`src/rtl/serial_pkg.sv`:
```
// Shared definitions for the 8051 mode-1 serial port.
// FSM encodings, oversampling and sample-point constants.
package serial_pkg;

    localparam int OVS = 16;

    localparam logic [1:0] S_IDLE  = 2'd0;
    localparam logic [1:0] S_START = 2'd1;
    localparam logic [1:0] S_DATA  = 2'd2;
    localparam logic [1:0] S_STOP  = 2'd3;

    localparam logic [3:0] SMP_A = 4'd7;
    localparam logic [3:0] SMP_B = 4'd8;
    localparam logic [3:0] SMP_C = 4'd9;

    function automatic logic maj3(input logic a, input logic b, input logic c);
        return (a & b) | (a & c) | (b & c);
    endfunction

endpackage

```
`src/rtl/serial_baud_tick.sv`:
```
// Turns timer overflow pulses into the 16x oversampling tick.
// Without SMOD every second overflow is swallowed.
module serial_baud_tick (
    input  logic clk,
    input  logic rst_n,
    input  logic t_ovf_i,
    input  logic smod_i,
    output logic tick16_o
);

    logic div_q;

    // divide-by-two flop, toggles on every overflow
    always_ff @(posedge clk) begin
        if (!rst_n) begin
            div_q <= 1'b0;
        end else if (t_ovf_i) begin
            div_q <= ~div_q;
        end
    end

    assign tick16_o = t_ovf_i & (smod_i | div_q);

endmodule

```
`src/rtl/serial_port_m1.sv`:
```
// 8051 serial port, mode 1: 8N1 UART driven by timer overflow.
// Independent TX and RX FSMs; RX majority-votes samples 7/8/9.
module serial_port_m1 #(
    parameter int OVS     = serial_pkg::OVS,
    parameter int SYNC_FF = 2
) (
    input  logic       clk,
    input  logic       rst_n,
    input  logic       t_ovf,
    input  logic       smod,
    input  logic       ren,
    input  logic       ri,
    input  logic       sbuf_wr,
    input  logic [7:0] sbuf_wdata,
    input  logic       rxd,
    output logic       txd,
    output logic [7:0] sbuf_rdata,
    output logic       rb8,
    output logic       ti_set,
    output logic       ri_set,
    output logic       tx_busy
);

    import serial_pkg::*;

    localparam logic [3:0] CNT_LAST = 4'(OVS - 1);

    logic tick16;

    serial_baud_tick u_tick (
        .clk      (clk),
        .rst_n    (rst_n),
        .t_ovf_i  (t_ovf),
        .smod_i   (smod),
        .tick16_o (tick16)
    );

    // ---------------- transmitter ----------------
    logic [1:0] tx_st_q, tx_st_d;
    logic [3:0] tx_cnt_q, tx_cnt_d;
    logic [2:0] tx_bit_q, tx_bit_d;
    logic [7:0] tx_sh_q, tx_sh_d;
    logic       tx_arm_q, tx_arm_d;
    logic       txd_q, txd_d;
    logic       busy_q, busy_d;
    logic       ti_q, ti_d;

    // TX next state; arm flag delays the start bit to the next tick
    always_comb begin
        tx_st_d  = tx_st_q;
        tx_cnt_d = tx_cnt_q;
        tx_bit_d = tx_bit_q;
        tx_sh_d  = tx_sh_q;
        tx_arm_d = tx_arm_q;
        txd_d    = txd_q;
        busy_d   = busy_q;
        ti_d     = 1'b0;
        unique case (tx_st_q)
            S_IDLE: begin
                if (sbuf_wr) begin
                    tx_sh_d  = sbuf_wdata;
                    busy_d   = 1'b1;
                    tx_arm_d = 1'b1;
                    tx_st_d  = S_START;
                end
            end
            S_START: begin
                if (tick16) begin
                    if (tx_arm_q) begin
                        txd_d    = 1'b0;
                        tx_arm_d = 1'b0;
                        tx_cnt_d = 4'd0;
                    end else begin
                        tx_cnt_d = tx_cnt_q + 4'd1;
                        if (tx_cnt_q == CNT_LAST) begin
                            tx_st_d  = S_DATA;
                            tx_bit_d = 3'd0;
                            txd_d    = tx_sh_q[0];
                        end
                    end
                end
            end
            S_DATA: begin
                if (tick16) begin
                    tx_cnt_d = tx_cnt_q + 4'd1;
                    if (tx_cnt_q == CNT_LAST) begin
                        if (tx_bit_q == 3'd7) begin
                            tx_st_d = S_STOP;
                            txd_d   = 1'b1;
                            ti_d    = 1'b1;
                        end else begin
                            tx_bit_d = tx_bit_q + 3'd1;
                            tx_sh_d  = {1'b0, tx_sh_q[7:1]};
                            txd_d    = tx_sh_q[1];
                        end
                    end
                end
            end
            S_STOP: begin
                if (tick16) begin
                    tx_cnt_d = tx_cnt_q + 4'd1;
                    if (tx_cnt_q == CNT_LAST) begin
                        tx_st_d = S_IDLE;
                        busy_d  = 1'b0;
                    end
                end
            end
            default: tx_st_d = S_IDLE;
        endcase
    end

    // TX state registers
    always_ff @(posedge clk) begin
        if (!rst_n) begin
            tx_st_q  <= S_IDLE;
            tx_cnt_q <= 4'd0;
            tx_bit_q <= 3'd0;
            tx_sh_q  <= 8'd0;
            tx_arm_q <= 1'b0;
            txd_q    <= 1'b1;
            busy_q   <= 1'b0;
            ti_q     <= 1'b0;
        end else begin
            tx_st_q  <= tx_st_d;
            tx_cnt_q <= tx_cnt_d;
            tx_bit_q <= tx_bit_d;
            tx_sh_q  <= tx_sh_d;
            tx_arm_q <= tx_arm_d;
            txd_q    <= txd_d;
            busy_q   <= busy_d;
            ti_q     <= ti_d;
        end
    end

    assign txd     = txd_q;
    assign tx_busy = busy_q;
    assign ti_set  = ti_q;

    // ---------------- receiver ----------------
    logic [SYNC_FF-1:0] rx_sync_q;
    logic               rx_in;
    logic               rx_last_q, rx_last_d;
    logic [1:0]         rx_st_q, rx_st_d;
    logic [3:0]         rx_cnt_q, rx_cnt_d;
    logic [2:0]         rx_bit_q, rx_bit_d;
    logic [7:0]         rx_sh_q, rx_sh_d;
    logic [1:0]         rx_smp_q, rx_smp_d;
    logic [7:0]         rdata_q, rdata_d;
    logic               rb8_q, rb8_d;
    logic               ri_q, ri_d;
    logic               maj;

    assign rx_in = rx_sync_q[SYNC_FF-1];
    assign maj   = maj3(rx_smp_q[0], rx_smp_q[1], rx_in);

    // metastability synchroniser for the asynchronous pin
    always_ff @(posedge clk) begin
        if (!rst_n) begin
            rx_sync_q <= '1;
        end else begin
            rx_sync_q <= {rx_sync_q[SYNC_FF-2:0], rxd};
        end
    end

    // RX next state; vote is taken at SMP_C with the live sample
    always_comb begin
        rx_last_d = rx_last_q;
        rx_st_d   = rx_st_q;
        rx_cnt_d  = rx_cnt_q;
        rx_bit_d  = rx_bit_q;
        rx_sh_d   = rx_sh_q;
        rx_smp_d  = rx_smp_q;
        rdata_d   = rdata_q;
        rb8_d     = rb8_q;
        ri_d      = 1'b0;
        if (tick16) begin
            rx_last_d = rx_in;
        end
        if (!ren) begin
            rx_st_d = S_IDLE;
        end else if (tick16) begin
            if (rx_st_q != S_IDLE) begin
                rx_cnt_d = rx_cnt_q + 4'd1;
                if (rx_cnt_q == SMP_A) rx_smp_d[0] = rx_in;
                if (rx_cnt_q == SMP_B) rx_smp_d[1] = rx_in;
            end
            unique case (rx_st_q)
                S_IDLE: begin
                    if (rx_last_q && !rx_in) begin
                        rx_st_d  = S_START;
                        rx_cnt_d = 4'd0;
                    end
                end
                S_START: begin
                    if (rx_cnt_q == SMP_C && maj) begin
                        rx_st_d = S_IDLE;
                    end else if (rx_cnt_q == CNT_LAST) begin
                        rx_st_d  = S_DATA;
                        rx_bit_d = 3'd0;
                    end
                end
                S_DATA: begin
                    if (rx_cnt_q == SMP_C) begin
                        rx_sh_d = {maj, rx_sh_q[7:1]};
                    end
                    if (rx_cnt_q == CNT_LAST) begin
                        if (rx_bit_q == 3'd7) begin
                            rx_st_d = S_STOP;
                        end else begin
                            rx_bit_d = rx_bit_q + 3'd1;
                        end
                    end
                end
                S_STOP: begin
                    if (rx_cnt_q == SMP_C) begin
                        rx_st_d = S_IDLE;
                        if (!ri && maj) begin
                            rdata_d = rx_sh_q;
                            rb8_d   = maj;
                            ri_d    = 1'b1;
                        end
                    end
                end
                default: rx_st_d = S_IDLE;
            endcase
        end
    end

    // RX state registers
    always_ff @(posedge clk) begin
        if (!rst_n) begin
            rx_last_q <= 1'b1;
            rx_st_q   <= S_IDLE;
            rx_cnt_q  <= 4'd0;
            rx_bit_q  <= 3'd0;
            rx_sh_q   <= 8'd0;
            rx_smp_q  <= 2'b11;
            rdata_q   <= 8'd0;
            rb8_q     <= 1'b0;
            ri_q      <= 1'b0;
        end else begin
            rx_last_q <= rx_last_d;
            rx_st_q   <= rx_st_d;
            rx_cnt_q  <= rx_cnt_d;
            rx_bit_q  <= rx_bit_d;
            rx_sh_q   <= rx_sh_d;
            rx_smp_q  <= rx_smp_d;
            rdata_q   <= rdata_d;
            rb8_q     <= rb8_d;
            ri_q      <= ri_d;
        end
    end

    assign sbuf_rdata = rdata_q;
    assign rb8        = rb8_q;
    assign ri_set     = ri_q;

endmodule

```
`config.mk`:
```
export PLATFORM = sky130hd
export DESIGN_NAME = serial_port_m1
export DESIGN_NICKNAME = d
export VERILOG_FILES = /design/src/rtl/serial_pkg.sv /design/src/rtl/serial_baud_tick.sv /design/src/rtl/serial_port_m1.sv
export SDC_FILE = /design/constraint.sdc
export NUM_CORES = 1
export LEC_CHECK = 0
export CAP_MARGIN = 5
export CORE_UTILIZATION = 56
export CTS_CLUSTER_DIAMETER = 150
export DETAILED_ROUTE_END_ITERATION = 10
export PLACE_DENSITY_LB_ADDON = 0.3
export SLEW_MARGIN = 0
export SYNTH_ARGS = -nofsm -noshare
export SYNTH_HDL_FRONTEND = slang
export SYNTH_SLANG_ARGS = --single-unit
```
`constraint.sdc`:
```
create_clock -name clk -period 2.5 [get_ports clk]
set_input_delay 0.375 -clock clk [delete_from_list [all_inputs] [get_ports clk]]
set_output_delay 0.375 -clock clk [all_outputs]
set_load 0.02 [all_outputs]
```
== Word-level counts from Yosys, hierarchy flattened ==
Index checks and enable logic that the tools add are counted.

* Reduce and logical (&&, ||, !) cells: 32
* Equality and inequality tests: 33
* Add/sub/neg operators: 4
* Multiplexer cells: 56
* Bitwise operators: 8

{| class="wikitable"
|+ Operator list
! cell !! number
|-
| 2-bit != test, second input constant || 17
|-
| 8-bit two-way mux || 4
|-
| 2-bit two-way mux || 15
|-
| 3-bit two-way mux || 10
|-
| 4-bit two-way mux || 6
|-
| 4-bit AND reduction || 5
|-
| 5-bit AND reduction || 4
|-
| 4-bit equality test, second input constant || 4
|-
| 2-bit one-hot mux with 4 select lines || 2
|-
| 8-bit one-hot mux with 2 select lines || 1
|-
| 7-bit AND reduction || 2
|-
| 2-bit nonzero test || 7
|-
| 1-bit two-way mux || 12
|-
| 3-bit one-hot mux with 2 select lines || 2
|-
| 9-bit AND reduction || 1
|-
| 4-bit by 1-bit adder with 4-bit output, second input constant || 2
|-
| 2-bit equality test, second input constant || 4
|-
| 4-bit one-hot mux with 2 select lines || 1
|-
| 3-bit by 1-bit adder with 3-bit output, second input constant || 2
|-
| 3-bit equality test, second input constant || 2
|-
| 3-bit != test, second input constant || 2
|-
| 1-bit one-hot mux with 2 select lines || 3
|-
| 3-bit AND reduction || 2
|-
| 6-bit AND reduction || 1
|-
| other kinds (11) || 22
|}

* Output and inout port bits: 13
* Bits of input ports: 16
* Bits in registers: 54
* Word-level logic and storage cells: 153

== Longest topological paths before layout ==
Gate-level depths: netlist of the first run.

* Word-level depth: 6
* Mapped depth: 8
* Gate-level depth less buffers: 6

== Modules after synthesis ==
A second synthesis of the first run with hierarchy kept.

* Cell total of the unflattened synthesis: 270
* Area total of the unflattened synthesis: 2585.0 um2

{| class="wikitable"
|+ By module, submodules not included
! module !! area each (um2) !! instances !! cells each !! sequential area each (um2)
|-
| serial_port_m1 || 2542.4 || 1 || 266 || 1061.0
|-
| serial_baud_tick || 42.5 || 1 || 4 || 20.0
|}

== Worst setup path before layout of the first run ==
No wires, ideal clock.

* Path type: flip-flop to flip-flop
* Start: register tx_st_q[0]
* End: register tx_sh_q[0]
* Period minus slack after synthesis: 1752 ps
* Buffers on the path: 0
* Cell stages (with the launch flop): 7
* Required time: 2384 ps
* Setup time: 116 ps
* Setup slack: 748 ps
* Data arrival time: 1636 ps
* Path through: dfxtp_1 inv_1 ha_1 mux2i_1 nor2_2 mux2_1 o211a_1

* Word-level cells in the longest chain between the ends: 3
* Elaborated cells between the ends (all ways): 9
* Those cells by class: eq/ne: 5; mux: 1; reduce/logical: 3

{| class="wikitable"
|+ RTL lines
! item !! line !! source
|-
| from (decl) || serial_port_m1.sv:39 || <nowiki>logic [1:0] tx_st_q, tx_st_d;</nowiki>
|-
| from (signal assigned) || serial_port_m1.sv:124 || <nowiki>tx_st_q <= tx_st_d;</nowiki>
|-
| 2-bit equality test or 2-bit zero test (tied branches) || serial_port_m1.sv:58 || <nowiki>unique case (tx_st_q)</nowiki>
|-
| 2-bit != test (no source line) or 2-bit nonzero test (tied branches) || n/a ||
|-
| 5-bit AND reduction (no source line) || n/a ||
|-
| to (signal assigned) || serial_port_m1.sv:127 || <nowiki>tx_sh_q <= tx_sh_d;</nowiki>
|-
| to (decl) || serial_port_m1.sv:42 || <nowiki>logic [7:0] tx_sh_q, tx_sh_d;</nowiki>
|}

Several ways; a longest one is shown, not always the timed one.
A chain may end at the register's enable or synchronous reset.

== Worst setup path after layout of the first run ==
* Start: register tx_st_q[0]
* End: register tx_sh_q[4]

The elaborated chain is that of the path after synthesis.

==> results.md, run 1 <==
- Run status: complete, no violations
- CTS H-tree lvls: 2
- Syn. warnings: 0
- Detailed-routing iteration count for the pre-antenna-repair pass: 4
- Post-synthesis sequential element count: 54
- DRC viols: 0
- Measured slew at the worst slew-check pin: about 470 ps
- Worst R2R Path Depth: 6
- Area growth from synthesis to layout: 16.7%
- Final Cell Area: roughly 0.0031 mm2
- Worst Setup End Kind: flop
- Reg-to-reg slack, setup: 470 ps
- Launch point of the critical path: tx_st_q[0]
- Final Max Slew Viols: 0
- Final weighted congestion in routability-driven placement: roughly 0.9
- Number of buffers created by CTS: 5
- Die height: approximately 70 um
- Number of antenna cells inserted: 0
- I/O Buffers: 28
- Fill count: about 380
- Normalized max-slew margin: 68.3%
- Library cell used as clock root buffer: sky130_fd_sc_hd__clkbuf_8
- Data arrival time of the worst path: 2230 ps
- Number of nets in the final layout: 365
- Drt wl/cell: approximately 15 um
- Final setup vio count: 0
- Total wire length after detailed routing: approximately 5700 um
- CP Capture Point: tx_sh_q[4]
- Number of standard-cell rows in the floorplan: 24
- Number of flops mapped to enable cells by yosys: 0
- Reported leakage power: roughly 1.1 nW
- Via count normalized by instance count: a little under 6
- Pre-CTS setup slack: a little over 300 ps
- Average size of a mapped cell: 8.65 um2
- Max Clock Freq: a little under 0.5 GHz
- Syn Std Cell Area: 0.00267 mm2
- Fin util: a little over two thirds
- Post-CTS Setup Inserts: 0
- TritonCTS clock tree: done
- CTS Sinks: 54
- Area of the die: about 0.005 mm2
- Final cycle utilization of the critical path: between 80% and 90%
- Most common cell after layout, fill and taps aside: sky130_fd_sc_hd__dfxtp_1
- Initial core utilization: roughly three fifths
- Most instantiated flip-flop cell in the synthesis netlist: sky130_fd_sc_hd__dfxtp_1
- Crit path kind: flop to flop
- Synth Net Count: about 340
- Register area share after synthesis: approximately two fifths
- Count of cells resized by post-cts repair: 0
- Shortest clock period the worst path allows after layout: around 2000 ps
- Count of hold-fix buffers inserted at cts: 0
- Mapped Cells: ~310
- GRT Resource Usage Total: approximately a quarter
- Unique masters post-synth: 56
- Maximum clock insertion buffer count: 2
- Area of placed instances: 0.00300 mm2
- Setup repair after global routing missed its margin: false
- Die boundary width: 71.1 um
- Share of async-settable or async-resettable flops after synthesis: 0%
- Detailed placement HPWL: ~4000 um
- Total Neg Setup Slack: 0 ps
- Congestion Overflow GR: 0
- Max-cap check violation count: 0
- Worst clock skew: 5.76 ps
- Clk Latency, worst-skew pair: around 310 ps
- Min Hold Slack: approximately 430 ps
- Most used cells in the layout excluding fill and tap cells: sky130_fd_sc_hd__dfxtp_1 (54), sky130_fd_sc_hd__nand2_1 (29), sky130_fd_sc_hd__clkdlybuf4s50_1 (28)
- Floorplan Core Area: between 0.004 and 0.005 mm2
- Antenna violations before repair: 0
- Start of the worst register-to-register path: tx_st_q[0]
- I/O Pins: 29
- Data required, critical path: ~2700 ps
- Post-layout worst setup margin: ~470 ps
- First-pass GRT wire length: between 9000 and 10000 um
- Number of endpoints with negative hold slack in the final report: 0
- Critical register-to-register path endpoint: tx_sh_q[4]
- Max rail drop VDD: 0.000401 V
- Worst min path class: flop to flop
- Element type at the critical path start: flop
- Via total after detailed routing: approximately 2300
- Via count of the first global-routing pass: ~2200
- Maximum number of pins on one net before global-route repair: 28
- Number of routed nets with antenna violations: 0
- CTS clock-pin slew for the worst setup and hold paths: about 100 ps
- Total power per unit cell area: around 700 mW/mm2
- Maximum fanout along the worst path: 12
- Number of violations reported at the end of detailed-routing iteration 0: between 150 and 200
- Fraction of final layout cells with drive strength greater than 1: 8.28%
## worst max-delay path: stages (launching register included)
cell and delay [ps]:
sky130_fd_sc_hd__dfxtp_1 380, sky130_fd_sc_hd__inv_1 150, sky130_fd_sc_hd__ha_1 430, sky130_fd_sc_hd__mux2i_1 170, sky130_fd_sc_hd__or4_1 560, sky130_fd_sc_hd__nand3_1 150, sky130_fd_sc_hd__a21oi_1 70
## metrics by stage
step                      power (mW)  std cells
after floorplan                 1.47        309
after global placement          1.63        382
after detailed placement        1.64        382
after CTS                       2.25        390
after global routing            2.38        390
final                           2.25        390
## worst min-delay path by stage
stage	from	end	slack [ps]	cells past startpoint
after CTS	rx_sync_q[0]	rx_sync_q[1]	440	1
after floorplan	rx_sync_q[0]	rx_sync_q[1]	390	1
after global routing	rx_sync_q[0]	rx_sync_q[1]	460	1
final	rx_sync_q[0]	rx_sync_q[1]	430	1
after detailed placement	rx_sync_q[0]	rx_sync_q[1]	410	1
after global placement	rx_sync_q[0]	rx_sync_q[1]	390	1
## area by class of cell
class,count,area (um2),share of cell area (%)
clock buffers,5,68.8,2.21
multi-input cells,229,1480,47.3
flip-flops and latches,54,1080,34.7
inverters,11,41.3,1.32
clock inverters,3,47.5,1.52
repair buffers,36,340,10.9
well taps,52,65.1,2.09
## report_power, final
part           switching [mW]  total (mW)  internal [mW]
clock                   0.307       0.613          0.306
combinational           0.362       0.637          0.275
sequential             0.0683       0.997          0.928
total                   0.737        2.25           1.51
## sequential cells by signal (all words and copies together), names as in the netlist, 2 cells and up, named ones only
signal and count:
tx_cnt_q 4, rx_bit_q 3, rx_cnt_q 4, rx_sync_q 2, sbuf_rdata 8, tx_sh_q 8, tx_bit_q 3, tx_st_q 2
rx_smp_q 2, rx_sh_q 8
## synthesized netlist by cell type (3+ instances only)
cell / count / area share, %
sky130_fd_sc_hd__dfxtp_1: 54 / 40
sky130_fd_sc_hd__nand2_1: 29 / 4.1
sky130_fd_sc_hd__nor2_1: 23 / 3.2
sky130_fd_sc_hd__nand3_1: 21 / 3.9
sky130_fd_sc_hd__a21oi_1: 19 / 3.6
sky130_fd_sc_hd__mux2i_1: 14 / 5.2
sky130_fd_sc_hd__nor3_1: 14 / 2.6
sky130_fd_sc_hd__o21ai_1: 13 / 2.4
sky130_fd_sc_hd__ha_1: 12 / 5.6
sky130_fd_sc_hd__o21ai_0: 12 / 2.2
sky130_fd_sc_hd__inv_1: 11 / 1.5
sky130_fd_sc_hd__a22oi_1: 8 / 2.2
sky130_fd_sc_hd__clkbuf_1: 8 / 1.1
sky130_fd_sc_hd__nand2b_1: 6 / 1.4
sky130_fd_sc_hd__and4b_1: 4 / 1.5
sky130_fd_sc_hd__buf_2: 4 / 0.75
sky130_fd_sc_hd__nand3b_1: 3 / 0.84
sky130_fd_sc_hd__nor2b_1: 3 / 0.70
sky130_fd_sc_hd__or4_1: 3 / 0.84
sky130_fd_sc_hd__xnor2_1: 3 / 0.98
## logic make-up after synthesis
group / share of synthesized area (%)
AOI/OAI and AO/OA: 19.3
xor gates and xnor gates: 1.31
adders and majority gates: 6.04
buffers and inverters: 4.40
DFF: 40.4
muxes: 5.66
and+or+nand+nor: 22.8
## routing by layer
metal | share of wire, % | routed length [um] | up-vias | track usage (%)
li1 | - | - | 1171 | -
met1 | 48 | 2730 | 1078 | 30.5
met2 | 46 | 2630 | 44 | 39.5
met3 | 3.2 | 184 | 12 | 4.42
met4 | 2.2 | 125 | 0 | 10.7
met5 | 0 | 0 | - | 0
Power figures use the tool's default switching activity.
==> run 2: changes to the inputs <==
==> constraint.sdc (replaced) <==
create_clock -name clk -period 1.9 [get_ports clk]
set_input_delay 0.285 -clock clk [delete_from_list [all_inputs] [get_ports clk]]
set_output_delay 0.285 -clock clk [all_outputs]
set_load 0.02 [all_outputs]
==> run 2 against run 1 <==
Fmax rose by 13%. Clock skew fell by 0.51 ps. Routed wire length rose by 8.1%. Sequential share of layout area fell by 1.6 points. Cell area rose by 5.1%. Sequential power rose by 29%. Register-to-register slack got worse by 370 ps.
==> results.md, run 2 (synthesis gave the netlist of run 1 again) <==
- Maximum clock insertion buffer count: 2 (unchanged)
- Final weighted congestion in routability-driven placement: 0.920 (+2.6%)
- Most used cells in the layout excluding fill and tap cells: sky130_fd_sc_hd__dfxtp_1 (53), sky130_fd_sc_hd__nand2_1 (29), sky130_fd_sc_hd__clkdlybuf4s50_1 (28), sky130_fd_sc_hd__buf_4 (28), sky130_fd_sc_hd__nor2_1 (23)
- Critical path's largest stage delay: 670 ps (+110 ps)
- Switching part of the total: 34.5% (+1.7 points)
- Detailed placement HPWL: 4320 um (+8.2%)
- Count of hold-fix buffers inserted at cts: 0 (unchanged)
- Number of endpoints with negative hold slack in the final report: 0 (unchanged)
- Data required, critical path: 2120 ps (-580 ps)
- I/O Buffers: 28 (unchanged)
- GRT Resource Usage Total: 25.9% (+2.0 points)
- Crit-path most repeated cell: sky130_fd_sc_hd__ha_1
- Area of placed instances: 0.00317 mm2 (+5.7%)
- Net switching power of the design: 1.03 mW (+39%)
- Via count of the first global-routing pass: 2271 (+4.5%)
- Data arrival time of the worst path: 2020 ps (-210 ps)
- Final setup vio count: 0 (unchanged)
- Normalized max-slew margin: 65.0% (-3.3 points)
- Area of the die: 0.00506 mm2 (unchanged)
- Detailed-routing iteration count for the pre-antenna-repair pass: 4 (unchanged)
- Via count normalized by instance count: 5.84 (-1.1%)
- Number of violations reported at the end of detailed-routing iteration 0: 185 (-3.6%)
- Max Clock Freq: 0.557 GHz (+13%)
- Total wire length after detailed routing: 6130 um (+8.1%)
- TritonCTS clock tree: done
- Via total after detailed routing: 2402 (+4.2%)
- Max-cap check violation count: 0 (unchanged)
- Worst clock skew: 5.25 ps (-0.507 ps)
- Cell Chain, Critical Path: ha_1 -> ha_1 -> or4_1 -> nand3_1 -> a21oi_1
- Die boundary width: 71.1 um (unchanged)
- Cell internal power dissipation: 1.95 mW (+29%)
- Clk Latency, worst-skew pair: 320 ps (about the same)
- CTS clock-pin slew for the worst setup and hold paths: 110 ps (about the same)
- Final Cell Area: 0.00328 mm2 (+5.1%)
- Critical path buffer and inverter count: 0 (-1)
- Number of routed nets with antenna violations: 0 (unchanged)
- CP max-delay cell: sky130_fd_sc_hd__or4_1
- Share of power burned in combinational logic: 33.2% (+4.9 points)
- Drt wl/cell: 14.9 um (+2.6%)
- Final Max Slew Viols: 0 (unchanged)
- Antenna violations before repair: 0 (unchanged)
- First-pass GRT wire length: 10400 um (+7.6%)
- Share of total power in the clock network: 23.5% (-3.8 points)
- Element type at the critical path start: flop
- Congestion Overflow GR: 0 (unchanged)
- Number of standard-cell rows in the floorplan: 24 (unchanged)
- Max rail drop VDD: 0.000727 V (+81%)
- Number of buffers created by CTS: 5 (unchanged)
- Worst min path class: flop to flop
- Run status: complete, no violations
- Final cycle utilization of the critical path: 94.4% (+13 points)
- DRC viols: 0 (unchanged)
- Total power per unit cell area: 910 mW/mm2 (+26%)
- Crit path kind: flop to flop
- Cell type group with the largest total delay on the critical path: simple AND/OR/NAND/NOR gates
- Setup repair after global routing missed its margin: false
- Maximum number of pins on one net before global-route repair: 22 (-21%)
- Library cell used as clock root buffer: sky130_fd_sc_hd__clkbuf_8
- Floorplan Core Area: 0.00447 mm2 (unchanged)
- Reported leakage power: 1.21 nW (+8.4%)
- Die height: 71.1 um (unchanged)
- Fraction of final layout cells with drive strength greater than 1: 13.9% (+5.6 points)
- Sequential power share: 43.4% (-1.0 points)
- Count of cells resized by post-cts repair: 0 (unchanged)
- Maximum fanout along the worst path: 7 (-5)
- Area growth from synthesis to layout: 22.6%
- Fill count: 347 (-7.7%)
- Post-CTS Setup Inserts: 0 (unchanged)
- CTS H-tree lvls: 2 (unchanged)
- I/O Pins: 29 (unchanged)
- CTS Sinks: 54 (unchanged)
- Shortest clock period the worst path allows after layout: 1790 ps (-232 ps)
- Number of antenna cells inserted: 0 (unchanged)
- Worst Setup End Kind: flop
- Number of nets in the final layout: 386 (+5.8%)
- Measured slew at the worst slew-check pin: 523 ps (+49.1 ps)
- Initial core utilization: 59.8% (unchanged)
- Min Hold Slack: 435 ps (+5.48 ps)
- Most common cell after layout, fill and taps aside: sky130_fd_sc_hd__dfxtp_1
## run 2: layout make-up
type / instances / area (um2) / area share [%]
tap: 52 / 65.1 / 1.99
sequential: 54 / 1080 / 33.0
inverter: 11 / 41.3 / 1.26
clock inverter: 3 / 28.8 / 0.878
timing repair buffer: 57 / 510 / 15.6
multi-input combinational: 229 / 1480 / 45.2
clock buffer: 5 / 68.8 / 2.10
## run 2: stage by stage
stage	power (mW)	worst slack, ps	TNS, ps	cells	util (%)
3_3_place_gp	2.26	-13.8	-72.9	403	70.9
6_report	2.98	106	0	411	73.2
5_1_grt	3.14	6.32	0	411	73.2
3_5_place_dp	2.28	-66.6	-90.4	403	70.9
4_1_cts	2.97	47.8	0	411	73.1
2_1_floorplan	1.93	148	0	309	-
## run 2: power groups by stage
stage | clock network (mW) | registers, mW | logic [mW]
2_1_floorplan | 0 | 1.32 | 0.608
3_3_place_gp | 0 | 1.31 | 0.949
3_5_place_dp | 0 | 1.32 | 0.960
4_1_cts | 0.710 | 1.29 | 0.972
5_1_grt | 0.761 | 1.30 | 1.07
6_report | 0.700 | 1.29 | 0.989
## run 2: routing by layer
| layer | part of all wire, % | vias up | GRT usage [%] |
|---|---|---|---|
| li1 | - | 1214 | - |
| met1 | 46 | 1122 | 33.6 |
| met2 | 48 | 56 | 43.7 |
| met3 | 4.6 | 10 | 5.27 |
| met4 | 1.3 | 0 | 7.78 |
| met5 | 0 | - | 0 |
## run 2: worst paths after layout
kind	slack, ps	cells after the start	to	startpoint
worst max-delay path	110	5	tx_sh_q[3]	tx_bit_q[0]
worst min-delay path	430	1	rx_sync_q[1]	rx_sync_q[0]
worst max register to register	110	5	tx_sh_q[3]	tx_bit_q[0]
worst min register to register	430	1	rx_sync_q[1]	rx_sync_q[0]
==> run 3: changes to the inputs <==
--- a/config.mk
+++ b/config.mk
@@ -9,6 +9,7 @@
 export CORE_UTILIZATION = 56
 export CTS_CLUSTER_DIAMETER = 150
 export DETAILED_ROUTE_END_ITERATION = 10
+export HOLD_SLACK_MARGIN = 0.1
 export PLACE_DENSITY_LB_ADDON = 0.3
 export SLEW_MARGIN = 0
 export SYNTH_ARGS = -nofsm -noshare
==> results of run 3 <==
Same layout as run 2: the final DEF is identical, and so are final timing and power.
==> edit 1 (settings of run 2) <==
Put one more register stage on the output `ti_set`, cleared by the reset. The value now appears one clock later. The other outputs are not delayed to match.
--- a/src/rtl/serial_port_m1.sv
+++ b/src/rtl/serial_port_m1.sv
@@ -136,3 +136,9 @@
     assign tx_busy = busy_q;
-    assign ti_set  = ti_q;
+    always_ff @(posedge clk) begin
+        if (!rst_n) begin
+            ti_set <= '0;
+        end else begin
+            ti_set <= ti_q;
+        end
+    end
 
Formal check against the unedited RTL: no difference found for any inputs over 10 cycles, from zero or initial values and one cycle with rst_n low; that may be too few to reach the edited logic, so the function may still have changed.
==> edit 1 against run 2 <==
- power is 1.4% higher
- setup slack better by 0.0058 ns
- highest routed layer unchanged
- sequential cell count is 1 higher
- hold slack worse by 0.064 ns
- wire length is 11% lower
- largest power group unchanged
- cell area is 2.2% lower
- synthesized area is 2.0% lower
- die area is 1.9% lower
- critical path type unchanged
- global-route usage is 2.8 points lower
==> edit 1: results (changes against run 2) <==
[place]
hpwl_um = 3977  ; -7.9%
port_buffers = 28  ; unchanged
gp_congestion = 0.8416  ; -8.5%
place_area_sq_mm = 0.003050  ; -3.9%

[logic_synthesis]
synthTopCellsByArea = dfxtp_1 42%, ha_1 5.7%, mux2i_1 5.0%
synth-xor-area-share = 0.01337  ; +0.0002627
yosysWarnings = 0  ; unchanged
synth.mux.area_fraction = 0.05394  ; -0.002683
synth_nets = 321  ; -4.7%
synthArstFlopShare = 0  ; unchanged
ys_seq_area_frac = 0.4200  ; +0.01574
synthAdderAreaFrac = 0.06110  ; +0.0007329
synth_compound_area_frac = 0.1847  ; -0.008536
synthTopCellsByCount = 55 x dfxtp_1, 30 x nand2_1, 29 x nor2_1
netlist-cell-type-count = 52  ; -7.1%

[power]
p_leak_nw = 1.257  ; +3.7%
ir_drop_uv = 918.0  ; +26%
comb_power_share = 0.275  ; -0.057
power.density_mw_per_mm2 = 942.7  ; +3.6%
powerSeq_w = 0.00137  ; +6%
power.switching_w = 0.0008920  ; -13%

[drt]
dr.pass1.iters = 4  ; unchanged
routed-wl-met2_um = 2736  ; -6.5%
wl_met3_um = 156  ; -45%
wirelength_met1_um = 2472  ; -13%
post_drt_via_cell_ratio = 5.753  ; -1.6%
top_layer = met4
drt-initial-drc-count = 153  ; -17%
routedWlPerCell_um = 14.02  ; -6.0%

[global_route]
grt_max_degree = 21  ; -4.5%
grt_pass1_vias = 2130  ; -6.2%
grt_pass1_wl_um = 9273  ; -10%
antenna_found_initial = 0  ; unchanged
grt_usage = 0.2312  ; -0.02818

[timing]
clock_skew_ns = 0.006275  ; +0.001025 ns
max_slew_margin = 0.6778  ; +0.02778

[run_status]
status = finished clean

[cts]
clockRootBuffer = clkbuf_8
post_cts_buffers = 0  ; unchanged
clock_latency_ns = 0.31
numCtsBuffers = 5  ; unchanged
cts.path.max_buffers = 2  ; unchanged
clkTransAtPathRegs_ns = 0.10
htreeDepth = 2  ; unchanged

[setup_path]
worstPathArrival_ns = 2.00  ; -0.02 ns
crit_fanout = 9  ; +2

[final_layout]
diodes = 0  ; unchanged
final_nets = 364  ; -5.7%
drive_gt1_frac = 0.1691  ; +0.02986

[hold_path]
min_path_type = in2reg

## edit 1: cell type report
| cell class | count | area (sq um) |
|---|---|---|
| inverter | 8 | 30.03 |
| clock buffer | 6 | 82.58 |
| multi-input combinational | 213 | 1411 |
| sequential | 55 | 1107 |
| clock inverter | 2 | 38.79 |
| fill | 339 | 1209 |
| timing repair buffer | 53 | 470.5 |
| tap | 52 | 65.06 |
## edit 1: layer usage
layer,vias to the layer above,GRT usage
met5,-,0
met4,0,0.09556
met3,11,0.05483
met2,40,0.3947
met1,1043,0.2760
li1,1144,-
## edit 1: timing repair
item	CTS	global route
resized for setup	0	12
gates cloned	0	0
setup endpoints to repair	2	9
pin swaps	1	1
## edit 1: stage by stage
step	setup slack [ns]	hold slack (ns)	setup TNS, ns	instances	util
after global routing	0.01407	0.4120	0	389	0.7262
after detailed placement	-0.1971	0.4010	-2.870	381	0.6910
after CTS	0.01256	0.4276	0	389	0.7185
final	0.1118	0.3713	0	389	0.7262
after floorplan	0.1161	0.3863	0	293	-
after global placement	-0.1628	0.3888	-2.405	381	0.6910
## edit 1: worst paths after layout
| path | start | endpoint | slack, ns | depth (start not counted) |
|---|---|---|---|---|
| min | t_ovf | u_tick.div_q | 0.37 | 3 |
| max reg2reg | tx_bit_q[0] | tx_sh_q[6] | 0.11 | 6 |
| max | tx_bit_q[0] | tx_sh_q[6] | 0.11 | 6 |
| min reg2reg | rx_sync_q[0] | rx_sync_q[1] | 0.42 | 1 |
## edit 1: worst max-delay path, cell delays in order (launching register included)
cell and delay (ns):
dfxtp_2 0.34, ha_1 0.19, ha_2 0.17, nand2b_1 0.14
a2111o_1 0.44, o221a_2 0.32, o21a_1 0.10
==> edit 2 (config.mk and constraints of run 2) <==
Made on the original files. Change the parameter `SYNC_FF` from 2 to 4.
--- a/src/rtl/serial_port_m1.sv
+++ b/src/rtl/serial_port_m1.sv
@@ -4,3 +4,3 @@
     parameter int OVS     = serial_pkg::OVS,
-    parameter int SYNC_FF = 2
+    parameter int SYNC_FF = 4
 ) (
Check against the original RTL: same outputs for any inputs over 10 cycles, from zero or initial values and one cycle with rst_n low; that may be too few to reach the edited logic, so the function may still have changed.
==> edit 2 against run 2 <==
- the flow now finishes with violations (design-rule violations)
- setup slack got worse by 0.058 ns
- critical path depth grew 2
- power is 5.8% lower
- wire length fell by 4.8%
- synthesized cell count is 3.6% lower
- synthesized area fell by 1.3%
- sequential cell count is 2 higher
- die area fell by 1.2%
- cell area increased by 0.15%
- sequential power up 9%
- fmax shrank 3.2%
- critical endpoint is now tx_st_q[1]
- largest cell class unchanged
- highest routed layer unchanged
==> edit 2: results (changes against run 2) <==
[drt]
drc = 4  ; +4
wl_met3_um = 278  ; -2.1%
drt-initial-drc-count = 145  ; -22%
routed-wl-met2_um = 2713  ; -7.3%
wirelength_met1_um = 2683  ; -5.6%
dr.pass1.iters = 7  ; +3
post_drt_via_cell_ratio = 5.807  ; -0.63%
top_layer = met4
routedWlPerCell_um = 14.41  ; -3.4%

[logic_synthesis]
ys_seq_area_frac = 0.4246  ; +0.02034
synthTopCellsByCount = 56 x dfxtp_1, 55 x nor2_1, 21 x mux2i_1
netlist-cell-type-count = 50  ; -11%
synthArstFlopShare = 0  ; unchanged
synthTopCellsByArea = dfxtp_1 42%, mux2i_1 8.0%, nor2_1 7.8%
yosysWarnings = 0  ; unchanged
synth_nets = 326  ; -3.3%

[cts]
cts.path.max_buffers = 2  ; unchanged
numCtsBuffers = 5  ; unchanged
clock_latency_ns = 0.32  ; about the same
clkTransAtPathRegs_ns = 0.10
clockRootBuffer = clkbuf_8
htreeDepth = 2  ; unchanged

[setup_path]
max_stage_delay_ns = 0.40  ; -0.27 ns
rrSetupSlack_ns = 0.05  ; -0.06 ns
cp_slowest_cell = dfxtp_4
path_delay_family = compound AO/OA/AOI/OAI gates
crit_fanout = 8  ; +1
worstPathArrival_ns = 2.07  ; +0.05 ns

[hold_path]
min_path_type = reg2reg

[global_route]
antenna_found_initial = 0  ; unchanged
grt_pass1_vias = 2239  ; -1.4%
grt_pass1_wl_um = 9846  ; -4.9%
grt_usage = 0.2471  ; -0.01226
grt_max_degree = 40  ; +82%

[timing]
whs_ns = 0.4213  ; -0.01352 ns
tightest_slew_ns = 0.5583  ; +0.03520 ns
clock_skew_ns = 0.01059  ; +0.005341 ns
min_period_ns = 1.852  ; +0.05846 ns

[run_status]
status = finished, violations left
violations = design-rule violations

[power]
p_leak_nw = 1.325  ; +9.4%
power.switching_w = 0.0009044  ; -12%
ir_drop_uv = 487.3  ; -33%

[final_layout]
drive_gt1_frac = 0.1388  ; -0.0004656
final_nets = 380  ; -1.6%
diodes = 0  ; unchanged

[place]
gp_congestion = 0.8194  ; -11%
place_ws_ns = -0.2023  ; -0.1357 ns
hpwl_um = 4200  ; -2.8%
port_buffers = 28  ; unchanged

[edit 2: cells by family (layout without fill, tap and decap cells)]
group,count (synthesis),after routing,share of synthesized area
adder cells (fa/ha/maj),13,13,0.06066
buffers and inverters,20,75,0.03223
XOR/XNOR,4,4,0.01327
AO/OA/AOI/OAI,61,61,0.1550
flip-flops,56,56,0.4246
AND/OR/NAND/NOR,123,123,0.2346
multiplexers,21,21,0.07962
[edit 2: worst register-to-register path, cell delays in order (launching register included)]
cell and delay (ns):
dfxtp_4 0.40, inv_1 0.09, ha_1 0.29, buf_4 0.19, nor2b_1 0.15, o21ai_0 0.18, o21ai_0 0.12, a311o_1 0.33
[edit 2: final timing paths]
check,startpoint,to,cells past startpoint
worst max-delay path,tx_st_q[0],tx_st_q[1],7
worst min-delay path,rx_sync_q[0],rx_sync_q[1],1
worst max register to register,tx_st_q[0],tx_st_q[1],7
worst min register to register,rx_sync_q[0],rx_sync_q[1],1
[edit 2: metrics by stage]
stage / area (sq um) / setup TNS (ns) / std cells / total power (W) / util
finish: 3282 / 0 / 405 / 0.002808 / 0.7385
global route: 3282 / -0.001862 / 405 / 0.002952 / 0.7385
CTS: 3273 / 0 / 405 / 0.002796 / 0.7365
detailed placement: 3178 / -4.212 / 397 / 0.002124 / 0.7151
global placement: 3178 / -2.065 / 397 / 0.002086 / 0.7151
floorplan: 2643 / 0 / 298 / 0.001841 / -
[edit 2: metal layers]
layer,track usage,vias up
li1,-,1175
met4,0.09556,0
met2,0.4293,64
met1,0.3058,1098
met5,0,-
met3,0.04558,15
[edit 2: what timing repair did]
| action | CTS | global route |
|---|---|---|
| gates resized for setup | 0 | 3 |
| endpoints found under the setup margin | 0 | 12 |
| setup buffers | 0 | 0 |
| hold endpoints to repair | 0 | 0 |
[edit 2: area by class of cell]
cell class / instances / area [sq um]
Clock inverter: 3 / 26.28
Inverter: 8 / 30.03
Multi-Input combinational cell: 222 / 1436
Fill cell: 346 / 1162
Sequential cell: 56 / 1126
Clock buffer: 5 / 68.82
Timing Repair Buffer: 59 / 529.3
Tap cell: 52 / 65.06
[edit 2: power groups by stage]
stage | Sequential (W) | Combinational (W) | Clock [W]
2_1_floorplan | 0.00140 | 0.000441 | 0
3_3_place_gp | 0.00141 | 0.000674 | 0
3_5_place_dp | 0.00142 | 0.000705 | 0
4_1_cts | 0.00139 | 0.000712 | 0.000691
5_1_grt | 0.00141 | 0.000796 | 0.000742
6_report | 0.00140 | 0.000718 | 0.000688
